File: config.mk
export PLATFORM = sky130hd
export DESIGN_NAME = bitrev_buffer
export DESIGN_NICKNAME = d
export VERILOG_FILES = /design/src/rtl/bitrev_buffer.sv
export SDC_FILE = /design/constraint.sdc
export NUM_CORES = 1
export LEC_CHECK = 0
export CAP_MARGIN = 30
export CORE_ASPECT_RATIO = 0.8
export CORE_MARGIN = 1.5
export CORE_UTILIZATION = 45
export DETAILED_ROUTE_END_ITERATION = 16
export DONT_BUFFER_PORTS = 1
export PLACE_DENSITY_LB_ADDON = 0.12
export REMOVE_ABC_BUFFERS = 1
export SLEW_MARGIN = 20
export SYNTH_ARGS = -nofsm -noshare
export SYNTH_HDL_FRONTEND = slang
export SYNTH_SLANG_ARGS = --single-unit
File: constraint.sdc
create_clock -name clk -period 2.4 [get_ports clk]
set_clock_uncertainty 0.05 [all_clocks]
set_input_delay 0.72 -clock clk [delete_from_list [all_inputs] [get_ports clk]]
set_output_delay 0.72 -clock clk [all_outputs]
set_load 0.01 [all_outputs]
File: src/rtl/bitrev_buffer.sv
// Bit-reversal reorder buffer: natural-order frame in, bit-reversed order out.
// Define BITREV_PINGPONG_EN for two banks so loading and readout can overlap.
module bitrev_buffer #(
  parameter int LOG2_N = 2,
  parameter int DATA_W = 32
) (
  input  logic              clk,
  input  logic              rst_ni,
  input  logic              start_flag_i,
  input  logic              write_i,
  input  logic [DATA_W-1:0] din_i,
  input  logic              read_i,
  output logic [DATA_W-1:0] dout_o,
  output logic              dout_valid_o,
  output logic              done_flag_o,
  output logic              err_o
);

  localparam int N = 2 ** LOG2_N;
`ifdef BITREV_PINGPONG_EN
  localparam int NB = 2;
  localparam int AW = LOG2_N + 1;
`else
  localparam int NB = 1;
  localparam int AW = LOG2_N;
`endif

  typedef enum logic [1:0] {IDLE, LOAD, FULL} wstate_t;

  wstate_t           state, state_n;
  logic [LOG2_N-1:0] wr_cnt, rd_cnt;
  logic [NB-1:0]     full, full_n;
  logic              write_q, read_q;
  logic              wr_p, rd_p, wr_en, rd_en, wr_last, rd_last, start_err;
  logic [AW-1:0]     wr_addr, rd_addr;
  logic [DATA_W-1:0] mem [NB*N];

  function automatic logic [LOG2_N-1:0] bitrev(input logic [LOG2_N-1:0] idx);
    for (int b = 0; b < LOG2_N; b++) bitrev[b] = idx[LOG2_N-1-b];
  endfunction

  assign wr_p    = write_i & ~write_q;
  assign rd_p    = read_i & ~read_q;
  assign wr_en   = wr_p && (state == LOAD);
  assign rd_en   = rd_p && done_flag_o;
  assign wr_last = wr_en && (&wr_cnt);
  assign rd_last = rd_en && (&rd_cnt);

`ifdef BITREV_PINGPONG_EN
  logic wbank, rbank;

  assign done_flag_o = full[rbank];
  assign wr_addr     = {wbank, wr_cnt};
  assign rd_addr     = {rbank, bitrev(rd_cnt)};
  // While the writer waits on a full bank a new start is harmless.
  assign start_err   = start_flag_i && (state == LOAD);

  // Last write and last read on one edge always hit different banks.
  always_comb begin
    full_n = full;
    if (wr_last) full_n[wbank] = 1'b1;
    if (rd_last) full_n[rbank] = 1'b0;
  end

  always_ff @(posedge clk or negedge rst_ni) begin
    if (!rst_ni) begin
      wbank <= 1'b0;
      rbank <= 1'b0;
    end else begin
      if (wr_last) wbank <= ~wbank;
      if (rd_last) rbank <= ~rbank;
    end
  end
`else
  assign done_flag_o = full[0];
  assign wr_addr     = wr_cnt;
  assign rd_addr     = bitrev(rd_cnt);
  assign start_err   = start_flag_i && (state != IDLE);

  always_comb begin
    full_n = full;
    if (wr_last) full_n[0] = 1'b1;
    if (rd_last) full_n[0] = 1'b0;
  end
`endif

  always_comb begin
    state_n = state;
    case (state)
      IDLE: if (start_flag_i) state_n = LOAD;
      LOAD: begin
`ifdef BITREV_PINGPONG_EN
        if (wr_last) state_n = full_n[~wbank] ? FULL : IDLE;
`else
        if (wr_last) state_n = FULL;
`endif
      end
      FULL: begin
`ifdef BITREV_PINGPONG_EN
        if (!full_n[wbank]) state_n = IDLE;
`else
        if (!full_n[0]) state_n = IDLE;
`endif
      end
      default: state_n = IDLE;
    endcase
  end

  always_ff @(posedge clk or negedge rst_ni) begin
    if (!rst_ni) begin
      state        <= IDLE;
      wr_cnt       <= '0;
      rd_cnt       <= '0;
      full         <= '0;
      write_q      <= 1'b0;
      read_q       <= 1'b0;
      dout_o       <= '0;
      dout_valid_o <= 1'b0;
      err_o        <= 1'b0;
    end else begin
      write_q      <= write_i;
      read_q       <= read_i;
      state        <= state_n;
      full         <= full_n;
      dout_valid_o <= rd_en;
      if (state == IDLE && start_flag_i) wr_cnt <= '0;
      else if (wr_en)                    wr_cnt <= wr_cnt + LOG2_N'(1);
      if (rd_en) begin
        rd_cnt <= rd_cnt + LOG2_N'(1);
        dout_o <= mem[rd_addr];
      end
      if ((wr_p && state != LOAD) || (rd_p && !done_flag_o) || start_err)
        err_o <= 1'b1;
    end
  end

  // Sample storage carries no reset.
  always_ff @(posedge clk) begin
    if (wr_en) mem[wr_addr] <= din_i;
  end

endmodule
## Word level (Yosys, flattened, before mapping)

Memory sizes are Yosys's and may differ from the RTL's. A register that Yosys moved wholly into a read port is not among the register bits.
Cells that the tools add are included.

- Flip-flop bits (word level): 11
- RAM bits: 128
- Input bits: 37
- Word-level logic and storage cells: 49
- Memories: 1

- Add/sub/neg operators: 2
- Equality and inequality tests: 6
- Multiplexer cells: 10
- Bitwise operators: 4
- Reductions and logical operators: 18

Memory list:

| name | depth | width | read ports | clocked after memory_dff | write ports | line | text |
|---|---|---|---|---|---|---|---|
| mem | 4 | 32 | 1 | 1 | 1 | 36 | `logic [DATA_W-1:0] mem [NB*N];` |

Operators by type and width:

| kind | count |
|---|---|
| 2-bit two-way mux | 5 |
| 1-bit logical AND | 8 |
| 2-bit != test (second input constant) | 3 |
| 2-bit case mux with 3 select lines | 1 |
| 2-bit by 1-bit adder with 2-bit output (second input constant) | 2 |
| 1-bit two-way mux | 4 |
| 2-bit AND reduction | 2 |
| 2-bit nonzero test | 2 |
| 3-bit AND reduction | 1 |
| 1-bit AND | 2 |
| 2-bit by 1-bit equality test with 1-bit output (second input constant) | 1 |
| 2-bit equality test (second input constant) | 1 |
| 1-bit zero test | 2 |
| 2-bit zero test | 1 |
| 1-bit logical OR | 2 |
| 2-bit by 1-bit != test with 1-bit output (second input constant) | 1 |
| 1-bit inverter | 2 |

## Depth between registers and ports, before layout

- Word-level depth: 8
- Mapped depth: 4

## Worst setup path after synthesis

OpenSTA, ideal clock, no wires.

- Kind: input to register
- Start point: input port write_i
- End point: memory mem[3][0], enable pin
- Setup time: 395 ps
- Arrival time: 1846 ps
- Required time: 1955 ps
- Path slack: 110 ps
- Stages on the path: 2
- Cells stage by stage: and4bb_4 > and2_1

- Longest elaborated chain between the ends: 4

RTL lines:

| element | line | text |
|---|---|---|
| from (decl) | 10 | `input logic write_i,` |
| 1-bit AND | 42 | `assign wr_p = write_i & ~write_q;` |
| 1-bit logical AND | 44 | `assign wr_en = wr_p && (state == LOAD);` |
| 1-bit two-way mux | 139 | `if (wr_en) mem[wr_addr] <= din_i;` |
| 1-bit two-way mux (implied by the code) | 139 |  |
| to (decl) | 36 |  |

Every way passes these cells.

## Worst setup path in the final report

- Start point: register full, in the netlist done_flag_o
- End point: register dout_o[5] (read register of mem)

- Longest elaborated chain between the ends: 1

RTL lines:

| element | line | text |
|---|---|---|
| from (decl) | 32 | `logic [NB-1:0] full, full_n;` |
| from (signal assigned) | 124 | `full <= full_n;` |
| 1-bit logical AND | 45 | `assign rd_en = rd_p && done_flag_o;` |
| to (decl) | 13 | `output logic [DATA_W-1:0] dout_o,` |

Every way passes these cells.
A chain may end at the register's enable or synchronous reset.

==> impl_metrics.json <==
{
  "pin_count": 72,
  "fin_crit_sh_pct": 74.4,
  "cts-root-buf": "clkbuf_16",
  "cap_violations": 0,
  "worstRegToRegCells": 4,
  "num_rows": 38,
  "setup_viol": 0,
  "fill_cells": 1069,
  "synthTopCellsByCount": "edfxtp_1 (128), mux2i_1 (65), dfrtp_1 (43)",
  "ys_seq_area_share_pct": 76.6,
  "yosys-top-cells-area": "edfxtp_1 (60%), dfrtp_1 (17%), mux2i_1 (10%)",
  "synth_cell_types": 28,
  "cts_hold_buffers": 1,
  "r2r-start": "done_flag_o",
  "startpoint_type": "flop",
  "nNetsFinal": 413,
  "criticalPathCategory": "reg2reg",
  "rsz0062_at_grt": "no",
  "max_slew_margin_pct": 64.4,
  "final-instance-count-excl-fill": 564,
  "min_period_ns": 1.79,
  "syn_area_sq_um": 6420,
  "post_cts_buffers": 0,
  "ys.warnings.count": 0,
  "cts_resized": 0,
  "worst_hold_slack_ns": 0.0737,
  "start_util_pct": 46.7,
  "outcome": "finished clean",
  "yosys.area.top_type": "edfxtp_1",
  "tritoncts": "yes",
  "avgSynthCellArea_sq_um": 18.1,
  "hold_viol": 0,
  "arrival_ns": 2.02,
  "setup.worst_path.end_class": "flop",
  "busiest_layer": "met2",
  "drtPass1Iterations": 4,
  "cts_buffers": 17,
  "syn_inst": 354,
  "max_freq_mhz": 560,
  "core-area_sq_um": 13700,
  "powerDensity_nw_per_um2": 1180,
  "rrSetupSlack_ns": 0.61,
  "drt_iter0_drc": 231,
  "routed_wl_um": 11800,
  "synth_top_area_share_pct": 59.9,
  "grt_use_met1_pct": 23.0,
  "ys_seq_elements": 171,
  "antenna_left": 0,
  "clock_path_buffers": 2,
  "cts_sinks": 171,
  "place_congestion": 0.768,
  "die_x_um": 137,
  "dieArea_sq_um": 15000,
  "rr_endpoint": "dout_o[5]",
  "tightest_slew_ns": 0.531,
  "synth-edff-count": 128,
  "cts-htree-levels": 4,
  "portBuffers": 0,
  "route.detailed.drc": 0,
  "grt_util_met3_pct": 8.90,
  "drv_slew": 0,
  "p_leak_nw": 2.78,
  "met2_usage_pct": 26.0,
  "yosysMostFrequentCell": "edfxtp_1",
  "hpwlAfterDp_um": 7360,
  "peakVddDrop_v": 0.000626,
  "final_layout_size_suffix_gt1_share_pct": 16.4,
  "cp_max_fo": 17,
  "grt_max_degree": 44,
  "antenna_found_initial": 0,
  "clk_pin_slew_ns": 0.06,
  "grt_pass1_vias": 3260,
  "overflow": 0,
  "num_vias": 3059,
  "via_per_inst": 5.42,
  "antenna_cells": 0,
  "insertion_delay_ns": 0.44,
  "ys.flop_type": "edfxtp_1",
  "worstPathRequired_ns": 2.64,
  "areaGrowthSynthToFinish_pct": 14.7,
  "post_drt_wl_per_cell_um": 20.9,
  "die_h_um": 110,
  "async_flop_share_pct": 25.1,
  "grtUsageTotal_pct": 17.8,
  "grt_pass1_wl_um": 18600,
  "holdCritPathClass": "in2async",
  "dp.cells": 531
}
## layout make-up
cell class	instances	area (sq um)	share of cell area, %
Tap cell	180	225	3.06
Clock inverter	13	190	2.58
Multi-Input combinational cell	161	1350	18.4
Timing Repair Buffer	14	200	2.72
Sequential cell	171	4920	66.8
Inverter	6	22.5	0.306
Clock buffer	19	453	6.15
## routing by layer
metal	part of all wire, %	up-vias
met3	8.0	11
met1	45	1558
met5	0	-
met4	0.99	0
li1	-	1415
met2	46	75
## state kept, by name (all words and copies together) (netlist names)
register,flops
rd_cnt,2
done_flag_o,1
err_o,1
dout_valid_o,1
write_q,1
read_q,1
dout_o,32
state,2
wr_addr,2
mem,128
## per-stage QoR
stage	area [sq um]	setup slack, ns	utilization, %	power, W	setup TNS (ns)
floorplan	6290	-0.619	-	0.00541	-16.42
detailed placement	6700	0.400	48.7	0.00588	0
CTS	7370	0.576	53.6	0.00881	0
finish	7370	0.613	53.6	0.00871	0
global route	7370	0.484	53.6	0.00918	0
global placement	6700	0.409	48.7	0.00584	0
## where the power goes
part / total [W] / internal (W) / switching, W
combinational: 0.00153 / 0.000711 / 0.000817
clock: 0.00290 / 0.00180 / 0.00110
sequential: 0.00428 / 0.00374 / 0.000538
total: 0.00871 / 0.00625 / 0.00245
## critical path: stages, from the launching register on
cell	delay [ns]
dfrtp_1	0.55
nand3b_2	0.47
buf_4	0.36
nand2_1	0.08
o221ai_1	0.12
## cell families (layout without fill, tap and decap cells)
logic type	Yosys count	after routing	share of synthesized area, %
DFF	171	171	76.6
muxes	65	65	10.1
and+or+nand+nor	50	50	3.84
AOI/OAI and AO/OA	39	39	5.77
buffers and inverters	22	52	2.40
adders and majority gates	5	5	0.974
xor gates and xnor gates	2	2	0.273
## worst max path at each step
stage | startpoint | endpoint | slack [ns]
after floorplan | rd_cnt[0] | state[1] | -0.62
after global placement | write_i | mem[1][19] | 0.41
after detailed placement | write_i | mem[1][25] | 0.40
after CTS | done_flag_o | dout_o[5] | 0.58
after global routing | done_flag_o | dout_o[19] | 0.48
final | done_flag_o | dout_o[5] | 0.61
## placed cells by master, fill, tap and decap left out
cell type	instances
nor2b_4	1
nor3_1	1
a21o_1	1
dfrtp_1	42
buf_12	6
clkbuf_8	2
nand3_2	1
edfxtp_1	128
a21oi_1	2
dfrtp_4	1
o21ai_0	1
inv_2	1
buf_16	1
a31oi_1	1
clkinv_1	1
xnor2_1	2
nand3b_2	2
nor2_1	3
clkinv_4	4
buf_4	7
and2_2	4
nand2_1	36
a41o_1	1
mux2i_1	65
bufinv_16	4
clkbuf_16	17
inv_6	1
nor3b_1	1
o221ai_2	7
ha_1	5
o221ai_1	25
o21a_1	1
clkinvlp_4	3
inv_1	5
and4bb_4	1
(Power assumes the default switching activity.)
